--- config.mk ---
export PLATFORM = sky130hd
export DESIGN_NAME = apb_byte_master
export DESIGN_NICKNAME = d
export VERILOG_FILES = /design/src/rtl/apb_byte_master.sv
export SDC_FILE = /design/constraint.sdc
export NUM_CORES = 1
export LEC_CHECK = 0
export ABC_CLOCK_PERIOD_IN_PS = 2230
export CAP_MARGIN = 10
export CORE_MARGIN = 5
export CORE_UTILIZATION = 46
export DETAILED_ROUTE_END_ITERATION = 8
export PLACE_DENSITY = 0.77
export RECOVER_POWER = 100
export SKIP_LAST_GASP = 1
export SLEW_MARGIN = 20
export SYNTH_ARGS = -nofsm -noshare
export SYNTH_HDL_FRONTEND = slang
export SYNTH_SLANG_ARGS = --single-unit
--- constraint.sdc ---
create_clock -name pclk -period 2.23 [get_ports pclk]
set_input_delay 0.446 -clock pclk [delete_from_list [all_inputs] [get_ports pclk]]
set_output_delay 0.446 -clock pclk [all_outputs]
set_load 0.03 [all_outputs]
--- src/rtl/apb_byte_master.sv ---
// apb_byte_master: byte-wide CPU register window that launches single APB
// transfers (one slave selected per transfer) with a wait-state timeout.
module apb_byte_master #(
   parameter int TIMEOUT = 255
) (
   input  logic        pclk,
   input  logic        presetn,
   input  logic        cpu_cs,
   input  logic        cpu_we_n,
   input  logic [3:0]  cpu_addr,
   input  logic [7:0]  cpu_din,
   output logic [7:0]  cpu_dout,
   output logic [31:0] paddr,
   output logic [7:0]  psel,
   output logic        penable,
   output logic        pwrite,
   output logic [31:0] pwdata,
   input  logic        pready,
   input  logic [31:0] prdata,
   output logic        irq
);

   typedef enum logic [1:0] {IDLE, SETUP, ACCESS} state_t;

   // ACCESS cycle index at which the transfer is aborted if pready stays low
   localparam logic [7:0] TERM = 8'(TIMEOUT - 1);

   state_t      state;
   state_t      next_state;
   logic [31:0] addr_word;
   logic [31:0] wdata_word;
   logic [31:0] rdata_word;
   logic        done;
   logic        timeout;
   logic        xfer_write;
   logic [2:0]  xfer_slave;
   logic [7:0]  count;
   logic        busy;
   logic        cpu_wr;
   logic        start_req;
   logic        complete;
   logic        expire;

   assign busy      = (state != IDLE);
   assign cpu_wr    = cpu_cs & ~cpu_we_n;
   // CTRL writes are only honoured while idle, so the window registers double as the latched transfer
   assign start_req = cpu_wr & ~busy & (cpu_addr == 4'hC) & cpu_din[0];
   assign complete  = (state == ACCESS) & pready;
   assign expire    = (state == ACCESS) & ~pready & (count == TERM);

   // State register
   always_ff @(posedge pclk or negedge presetn) begin
      if (!presetn) begin
         state <= IDLE;
      end else begin
         state <= next_state;
      end
   end

   // Next-state logic; pready takes priority over the terminal count
   always_comb begin
      next_state = state;
      case (state)
         IDLE:    if (start_req) next_state = SETUP;
         SETUP:   next_state = ACCESS;
         ACCESS:  if (pready || (count == TERM)) next_state = IDLE;
         default: next_state = IDLE;
      endcase
   end

   // CPU-writable ADDR/WDATA bytes and the latched CTRL fields, locked while busy
   always_ff @(posedge pclk or negedge presetn) begin
      if (!presetn) begin
         addr_word  <= '0;
         wdata_word <= '0;
         xfer_write <= 1'b0;
         xfer_slave <= '0;
      end else if (cpu_wr && !busy) begin
         for (int i = 0; i < 4; i++) begin
            if (cpu_addr == 4'(i))     addr_word[i*8 +: 8]  <= cpu_din;
            if (cpu_addr == 4'(i + 4)) wdata_word[i*8 +: 8] <= cpu_din;
         end
         if (start_req) begin
            xfer_write <= cpu_din[1];
            xfer_slave <= cpu_din[4:2];
         end
      end
   end

   // ACCESS cycle counter, cleared in SETUP
   always_ff @(posedge pclk or negedge presetn) begin
      if (!presetn) begin
         count <= '0;
      end else if (state == SETUP) begin
         count <= '0;
      end else if (state == ACCESS) begin
         count <= count + 8'd1;
      end
   end

   // Status flags and read-data capture
   always_ff @(posedge pclk or negedge presetn) begin
      if (!presetn) begin
         done       <= 1'b0;
         timeout    <= 1'b0;
         rdata_word <= '0;
      end else if (start_req) begin
         done    <= 1'b0;
         timeout <= 1'b0;
      end else if (complete) begin
         done <= 1'b1;
         if (!xfer_write) rdata_word <= prdata;
      end else if (expire) begin
         timeout <= 1'b1;
      end
   end

   // CPU read mux; write-only and reserved offsets read as zero
   always_comb begin
      cpu_dout = 8'h00;
      if (cpu_cs && cpu_we_n) begin
         case (cpu_addr[3:2])
            2'd0:    cpu_dout = addr_word[cpu_addr[1:0]*8 +: 8];
            2'd1:    cpu_dout = wdata_word[cpu_addr[1:0]*8 +: 8];
            2'd2:    cpu_dout = rdata_word[cpu_addr[1:0]*8 +: 8];
            default: cpu_dout = (cpu_addr == 4'hD) ? {5'b0, timeout, done, busy} : 8'h00;
         endcase
      end
   end

   // APB outputs derived from state; the bus is parked at zero when idle
   always_comb begin
      psel    = busy ? (8'b1 << xfer_slave) : 8'h00;
      penable = (state == ACCESS);
      pwrite  = busy & xfer_write;
      paddr   = busy ? addr_word : 32'h0;
      pwdata  = busy ? wdata_word : 32'h0;
   end

   assign irq = done | timeout;

endmodule

Word-level counts from Yosys, hierarchy flattened
Index checks and enable logic that the tools add are counted.
- output and inout bits: 83
- logic and storage cells: 90
- bits in registers: 112
- add/sub/neg operators: 1
- equality and inequality tests: 17
- muxes and demuxes: 16
- reduce and logical (&&, ||, !) cells: 23
- bitwise operators: 14
- shift-type cells: 4
- operator list (kind ; count):
    indexed part select 32 x 6 -> 8 bit ; 3
    2-to-1 mux 32 bit ; 2
    2-to-1 mux 8 bit ; 4
    one-hot mux 8 bit (3 select lines) ; 1
    AND reduction 2 bit ; 11
    equality test 4 x 3 -> 1 bit (second input constant) ; 4
    adder 8 x 1 -> 8 bit (second input constant) ; 1
    bitwise AND 1 bit ; 8
    equality test 4 x 2 -> 1 bit (second input constant) ; 2
    equality test 4 bit (second input constant) ; 2
    equality test 8 bit (second input constant) ; 1
    nonzero test 2 bit ; 4
    << shifter 1 x 3 -> 8 bit (first input constant) ; 1
    one-hot mux 2 bit (3 select lines) ; 1
    2-to-1 mux 1 bit ; 5
    inverter 1 bit ; 5
    equality test 2 x 1 -> 1 bit (second input constant) ; 2
    equality test 2 bit (second input constant) ; 2
    equality test 4 x 1 -> 1 bit (second input constant) ; 1
    zero test 2 bit ; 2
    zero test 4 bit ; 1
    2-to-1 mux 2 bit ; 2
    inequality test 2 bit (second input constant) ; 2
    2-to-1 mux 3 bit ; 1
    other kinds (6) ; 7

Logic depth before layout (Yosys ltp)
Gate-level depths: netlist of the first run.
- depth in word-level cells: 7
- mapped depth: 9
- gate-level depth less buffers: 6

Worst setup path before layout of the first run
No wires, ideal clock.
- path kind: input to output
- from: input cpu_addr[2]
- to: output cpu_dout[3]
- arrival: 2.359 ns
- setup slack: -0.575 ns
- stages: 7
- data required time: 1.784 ns
- cells stage by stage: inv_1 ha_1 buf_2 clkbuf_1 a221oi_1 or4_1 o21ai_0
- cells in the longest elaborated chain, start to end: 3
- elaborated cells between the ends (all ways): 5
- classes of those cells: 2 x eq/ne; 2 x mux; 1 x reduce/logical
- ends and longest elaborated chain (element ; line ; source):
    start, declared ; 10 ; input logic [3:0] cpu_addr,
    equality test 2 bit (tied with other cells) ; 122 ; case (cpu_addr[3:2])
    one-hot mux 8 bit (3 select lines) (*) ; 122 ;
    2-to-1 mux 8 bit (*) ; 121 ; if (cpu_cs && cpu_we_n) begin
    end, declared ; 12 ; output logic [7:0] cpu_dout,
Every way passes the cells marked *; elsewhere a longest branch is shown, timed or not.

Worst setup path after layout of the first run
- from: input cpu_addr[3]
- to: output cpu_dout[0]
- cells in the longest elaborated chain, start to end: 4
- elaborated cells between the ends (all ways): 7
- classes of those cells: 3 x eq/ne; 3 x mux; 1 x reduce/logical
- ends and longest elaborated chain (element ; line ; source):
    equality test 4 bit ; 126 ; default: cpu_dout = (cpu_addr == 4'hD) ? {5'b0, timeout, done, busy} : 8'h00;
    2-to-1 mux 3 bit ; 126 ;
    one-hot mux 8 bit (3 select lines) (*) ; 122 ;
    2-to-1 mux 8 bit (*) ; 121 ;
Marked as above.

==> impl_results.md, run 1 <==
* Status: finished with violations
* Failing checks: negative setup slack
* R2R Setup Slk at 50 ps
* Layout area overhead at 37.72%
* Actual slew at the worst max-slew pin at 1450 ps
* Clk pwr share at 20.8%
* Yosys reg bits at 112
* Hold WS at 495.4 ps
* Fraction of registers with async set or reset after synthesis at 100.0%
* Avg WL per Cell at 21.25 um
* Placed Area at 0.007825 sq mm
* Clk buf depth at 2
* Max_slew headroom at 3.306%
* Syn_area_per_cell at 12.27 sq um
* CP delay by family, top: simple AND/OR/NAND/NOR gates
* Flop pwr share at 41.4%
* Sw Pwr at 2996 uW
* CP Launch Type: primary input
* Internal power at 5021 uW
* Share of layout cells above drive strength 1 at 41.84%
* Worst reg2reg startpoint: state[1]
* Area of the core at 0.01262 sq mm
* Crit path max-delay cell type: or4_4
* Worst EP required at 1780 ps
* Syn Std Cell Area at 0.005914 sq mm
* CTS Buf Count at 9
* Die Wd at 123.4 um
* Gr ovfl total at 0
* Clk root buf: clkbuf_16
* Overall Global Routing Usage at 23.93%
* Critical path peak fanout at 6
* Ys Warns at 0
* Crit path buf inv count at 4
* Switch share at 37.37%
* Crit path launch: cpu_addr[3]
* Logic pwr share at 37.8%
* Pins Over Slew Limit at 0
* GRT met1 Usage at 30.69%
* Initial core utilization at 46.87%
* Sequential area share after synthesis at 47.39%
* Largest net degree at the start of global routing at 55
* Post-Synthesis Net Count at 541
* Diode count at 0
* CP arrival at 1990 ps
* IO Port Bufs at 131
* Clock slew at reported path FFs at 70 ps
* Final wirelength at 17980 um
* Tcrit/Tclk final at 109.1%
* Routed Antenna Nets at 0
* Critical Path Sink: cpu_dout[0]
* Post-layout util at 64.54%
* Number of remaining DRC errors at 0
* Number of global-route vias before repair at 5096
* H-tree levels at 3
* RR Endpoint: rdata_word[0]
* Pwr Total at 8017 uW
* Via Count at 4754
* Non-Filler Cell Area, Final at 0.008145 sq mm
* First-pass GRT wire length at 27690 um
* Cells after Synth at 482
* Clock Skews at 8.920 ps
* Max cap viols at 0
* Final net count at 728
* Number of antenna violations at the first check in global routing at 0
* # IOs at 132
* Crit-path max cell delay at 540 ps
* RSZ-0062 raised after global routing: yes
* Post-place setup slack at -784.5 ps
* Final setup violating endpoints at 20
* Die Height at 123.4 um
* R2R depth at 7
* GR peak layer: met2
* CTS Sinks at 112
* WS Path Type: primary input to output port
* HP Class: register to register
* Die Area at 0.01523 sq mm
* First DRT Iteration DRCs at 295
* Layout fillers at 1020
* Total power density per cell area at 984.2 mW/mm^2
* Worst path depth at 9
* Global-route track usage on met3 at 4.483%
* Row count at 41
* Number of enable flip-flop cells after synthesis at 0
* CTS tree: built
* Crit path time final at 2433 ps
* Final hold vios at 0
* Setup ws final at -203.2 ps
* Drt first pass iters at 5
* Count of different cell masters after synthesis at 41
* Top FF cell, synth: dfrtp_1
* Fmax at 411.0 MHz
* Critical path cell sequence: buf_8 -> inv_4 -> ha_4 -> buf_6 -> a22o_1 -> o21ai_1 -> or4_4 -> a21oi_4 -> buf_12
* Leakage Power at 0.003649 uW
* Crit. End Element: output port
* Via/cell ratio at 5.619
* Maximum vdd ir drop at 0.4480 mV
* Placer Congestion at 0.9167
* Global routing met2 resource utilization at 38.94%
* Skew-Pair Late Insertion Delay at 360 ps
* Detail Placement HPWL at 12480 um
-- through the flow --
stage | instances | setup TNS [ps]
2_1_floorplan | 482 | 0
6_report | 846 | -1545
3_5_place_dp | 811 | -18840
5_1_grt | 846 | -3263
4_1_cts | 845 | -1378
3_3_place_gp | 811 | -16000
-- power groups by stage --
stage	Clock, uW	Sequential, uW	Combinational (uW)
after floorplan	0	3030	2220
after global placement	0	3260	3110
after detailed placement	0	3270	3190
after CTS	1670	3270	3260
after global routing	1760	3390	3260
final	1660	3320	3030
-- cells in the mapped netlist, types with 8 or more instances --
cell,n,area share [%]
o21ai_0,14,1.2
clkbuf_1,15,0.95
mux2_4,30,7.6
a21oi_1,11,0.93
ha_1,10,2.1
a221oi_1,27,4.0
nor2_2,9,0.95
nor2_1,10,0.63
dfrtp_1,112,47
mux2_2,73,14
nand2_1,15,0.95
inv_1,8,0.51
nor2b_1,66,7.0
nor3_1,13,1.1
-- worst min path at each step --
stage | from | endpoint | cells past startpoint
6_report | count[6] | count[6] | 1
3_5_place_dp | presetn | rdata_word[2] | 1
3_3_place_gp | presetn | rdata_word[0] | 1
5_1_grt | count[6] | count[6] | 1
2_1_floorplan | presetn | addr_word[0] | 0
4_1_cts | count[6] | count[6] | 1
-- sequential cells by signal (all words and copies together), names as in the netlist --
| signal | count |
|---|---|
| addr_word | 32 |
| timeout | 1 |
| rdata_word | 32 |
| xfer_slave | 3 |
| count | 8 |
| wdata_word | 32 |
| done | 1 |
| xfer_write | 1 |
| state | 2 |
-- layer usage --
metal	up-vias	share of wire [%]
met5	-	0
met4	0	4.4
met3	56	5.9
met2	197	48
met1	2375	42
li1	2126	-
-- cells by family after synthesis --
kind of cell    Yosys count  synth area share, %
simple gates            143                14.36
mux                     114                24.43
flops                   112                47.39
compound gates           65                7.870
buf+inv                  36                3.533
fa+ha+maj                10                2.116
xor+xnor                  2               0.2962
-- cells in the final DEF, fill, tap and decap left out, types with 13 or more instances in the layout --
cell type / n
dfrtp_1: 112
buf_4: 38
a221oi_1: 15
nor2b_1: 65
nand2_1: 13
mux2_2: 71
clkbuf_1: 13
mux2_1: 24
buf_6: 19
clkdlybuf4s50_1: 41
nor2_1: 18
clkbuf_2: 52
-- final cells by class --
cell class / instances / area [sq um] / share of cell area (%)
clock buffers: 13 / 260.3 / 3.195
clock inverters: 3 / 40.04 / 0.4916
inverters: 8 / 35.03 / 0.4301
multi-input cells: 334 / 3087 / 37.90
flip-flops and latches: 112 / 2803 / 34.41
well taps: 172 / 215.2 / 2.642
repair buffers: 204 / 1705 / 20.94
-- timing repair --
action,in CTS,in global routing
cloned,1,0
hold endpoints to repair,20,0
pin swaps,19,17
setup endpoints to repair,77,55
gates resized for setup,146,87
buffers inserted,19,2
hold buffers,1,0
No activity file was read; power rests on OpenSTA's default activity.
==> run 2: changes to the inputs <==
--- a/config.mk
+++ b/config.mk
@@ -10,6 +10,7 @@
 export CORE_MARGIN = 5
 export CORE_UTILIZATION = 46
 export DETAILED_ROUTE_END_ITERATION = 8
+export MAX_ROUTING_LAYER = met4
 export PLACE_DENSITY = 0.77
 export RECOVER_POWER = 100
 export SKIP_LAST_GASP = 1
==> impl_results.md, run 2 (synthesis results as in run 1) <==
* Hold path depth at 1 (unchanged)
* Regs by FF count: addr_word x32, rdata_word x32, wdata_word x32 (unchanged)
* Drt first pass iters at 5 (unchanged)
* CTS Buf Count at 9 (unchanged)
* Via/cell ratio at 5.576 (was 5.619)
* Max_slew headroom at 6.099% (was 3.306%)
* Fmax at 412.6 MHz (was 411.0 MHz)
* Row count at 41 (unchanged)
* Final net count at 728 (unchanged)
* Tcrit/Tclk final at 108.7% (was 109.1%)
* R2R Setup Slk at 60 ps (was 50 ps)
* IO Port Bufs at 131 (unchanged)
* Layout Cells excl Fill at 846 (unchanged)
* Area of the core at 0.01262 sq mm (unchanged)
* First-pass GRT wire length at 27710 um (was 27690 um)
* Sw Pwr at 2989 uW (was 2996 uW)
* R2R depth at 7 (unchanged)
* Leakage Power at 0.003649 uW (about the same)
* Clock slew at reported path FFs at 70 ps (about the same)
* Crit. End Element: output port (unchanged)
* Switch share at 37.33% (was 37.37%)
* Max cap viols at 0 (unchanged)
* # IOs at 132 (unchanged)
* CP arrival at 1980 ps (was 1990 ps)
* Most common cell after layout, fill and taps aside: dfrtp_1 (unchanged)
* Post-place setup slack at -784.5 ps (unchanged)
* Total power density per cell area at 984.3 mW/mm^2 (was 984.2 mW/mm^2)
* Die Wd at 123.4 um (unchanged)
* Via Count at 4717 (was 4754)
* Number of remaining DRC errors at 0 (unchanged)
* Post-layout util at 64.47% (was 64.54%)
* Setup ws final at -193.8 ps (was -203.2 ps)
* Status: finished with violations (unchanged)
* Clk buf depth at 2 (unchanged)
* Largest net degree at the start of global routing at 55 (unchanged)
* Skew-Pair Late Insertion Delay at 350 ps (was 360 ps)
* Clk root buf: clkbuf_16 (unchanged)
* Clk pwr share at 20.7% (was 20.8%)
* Final wirelength at 17890 um (was 17980 um)
* First DRT Iteration DRCs at 352 (was 295)
* Flop pwr share at 41.4% (about the same)
* CTS tree: built (unchanged)
* Logic pwr share at 37.8% (about the same)
* Hold EP: count[6] (unchanged)
* Detail Placement HPWL at 12480 um (unchanged)
* Crit path time final at 2424 ps (was 2433 ps)
* Initial core utilization at 46.87% (unchanged)
* Routed Antenna Nets at 0 (unchanged)
* WS Path Type: primary input to output port (unchanged)
* Clock Skews at 8.004 ps (was 8.920 ps)
* Critical path peak fanout at 6 (unchanged)
* Final setup violating endpoints at 16 (was 20)
* Overall Global Routing Usage at 24.66% (was 23.93%)
* Most frequent cells in the layout: 112 x dfrtp_1, 71 x mux2_2, 65 x nor2b_1 (unchanged)
* Pins Over Slew Limit at 0 (unchanged)
* Gr ovfl total at 0 (unchanged)
* Number of global-route vias before repair at 5086 (was 5096)
* Maximum vdd ir drop at 0.4465 mV (was 0.4480 mV)
* Placer Congestion at 0.9327 (was 0.9167)
* HP Class: register to register (unchanged)
* Worst EP required at 1780 ps (about the same)
* Layout area overhead at 37.55% (was 37.72%)
* Die Area at 0.01523 sq mm (unchanged)
* Hold path startpoint: count[6] (unchanged)
* Diode count at 0 (unchanged)
* Final hold vios at 0 (unchanged)
* RSZ-0062 raised after global routing: yes (unchanged)
* Internal power at 5018 uW (was 5021 uW)
* CTS Sinks at 112 (unchanged)
* CP Launch Type: primary input (unchanged)
* H-tree levels at 3 (unchanged)
* Share of layout cells above drive strength 1 at 42.14% (was 41.84%)
* Avg WL per Cell at 21.14 um (was 21.25 um)
* Number of antenna violations at the first check in global routing at 0 (unchanged)
* Actual slew at the worst max-slew pin at 1409 ps (was 1450 ps)
* Worst reg2reg startpoint: state[1] (unchanged)
* RR Endpoint: rdata_word[0] (unchanged)
* Die Height at 123.4 um (unchanged)
* Failing checks: negative setup slack (unchanged)
* Dpl cells at 811 (unchanged)
[run 2: cell types whose count changed in the layout (fill, tap and decap cells not counted), sizes merged]
cell and change:
clkbuf +2, clkdlybuf4s15 -2
[run 2: worst max-delay path, stage by stage]
cell and delay, ps:
buf_8 110, inv_4 50, ha_4 180, buf_6 140, a22o_1 140, o21ai_1 60, or4_4 530, a21oi_4 180
buf_12 140
[run 2: layout make-up]
type | count | area (sq um)
fill | 1021 | 4484
multi-input combinational | 334 | 3087
sequential | 112 | 2803
timing repair buffer | 204 | 1695
clock buffer | 13 | 260.3
tap | 172 | 215.2
clock inverter | 3 | 40.04
inverter | 8 | 35.03
[run 2: power groups by stage]
stage | clock [uW] | combinational (uW) | sequential, uW
floorplan | 0 | 2220 | 3030
global placement | 0 | 3110 | 3260
detailed placement | 0 | 3190 | 3270
CTS | 1670 | 3260 | 3270
global route | 1750 | 3260 | 3390
finish | 1660 | 3030 | 3320
[run 2: metrics by stage]
step           TNS, ps  area (sq um)  hold slack [ps]  power (uW)
2_1_floorplan        0          6095            150.4        5255
3_3_place_gp    -16000          7825            364.2        6368
3_5_place_dp    -18840          7825            365.8        6467
4_1_cts          -1378          8468            490.7        8207
5_1_grt          -3215          8135            510.7        8401
6_report         -1413          8135            492.7        8007
[run 2: how the worst max path moves through the flow]
stage,from,endpoint,slack [ps],cells past startpoint
2_1_floorplan,cpu_addr[3],cpu_dout[2],2,7
3_3_place_gp,cpu_addr[3],cpu_dout[2],-710,8
3_5_place_dp,cpu_addr[3],cpu_dout[2],-780,8
4_1_cts,cpu_addr[3],cpu_dout[0],-210,9
5_1_grt,cpu_addr[3],cpu_dout[0],-220,9
6_report,cpu_addr[3],cpu_dout[0],-190,9
[run 2: what timing repair did]
| item | CTS | global route |
|---|---|---|
| hold buffers | 1 | 0 |
| cloned | 1 | 0 |
| endpoints found under the hold margin | 20 | 0 |
| setup endpoints to repair | 77 | 55 |
| buffers inserted | 19 | 2 |
| pin swaps | 19 | 17 |
| resized for setup | 146 | 89 |
[run 2: routing by layer]
layer / part of all wire, % / track usage, %
met3: 6.1 / 4.163
met5: 0 / -
met4: 3.9 / 11.76
met1: 41 / 31.11
met2: 49 / 38.84
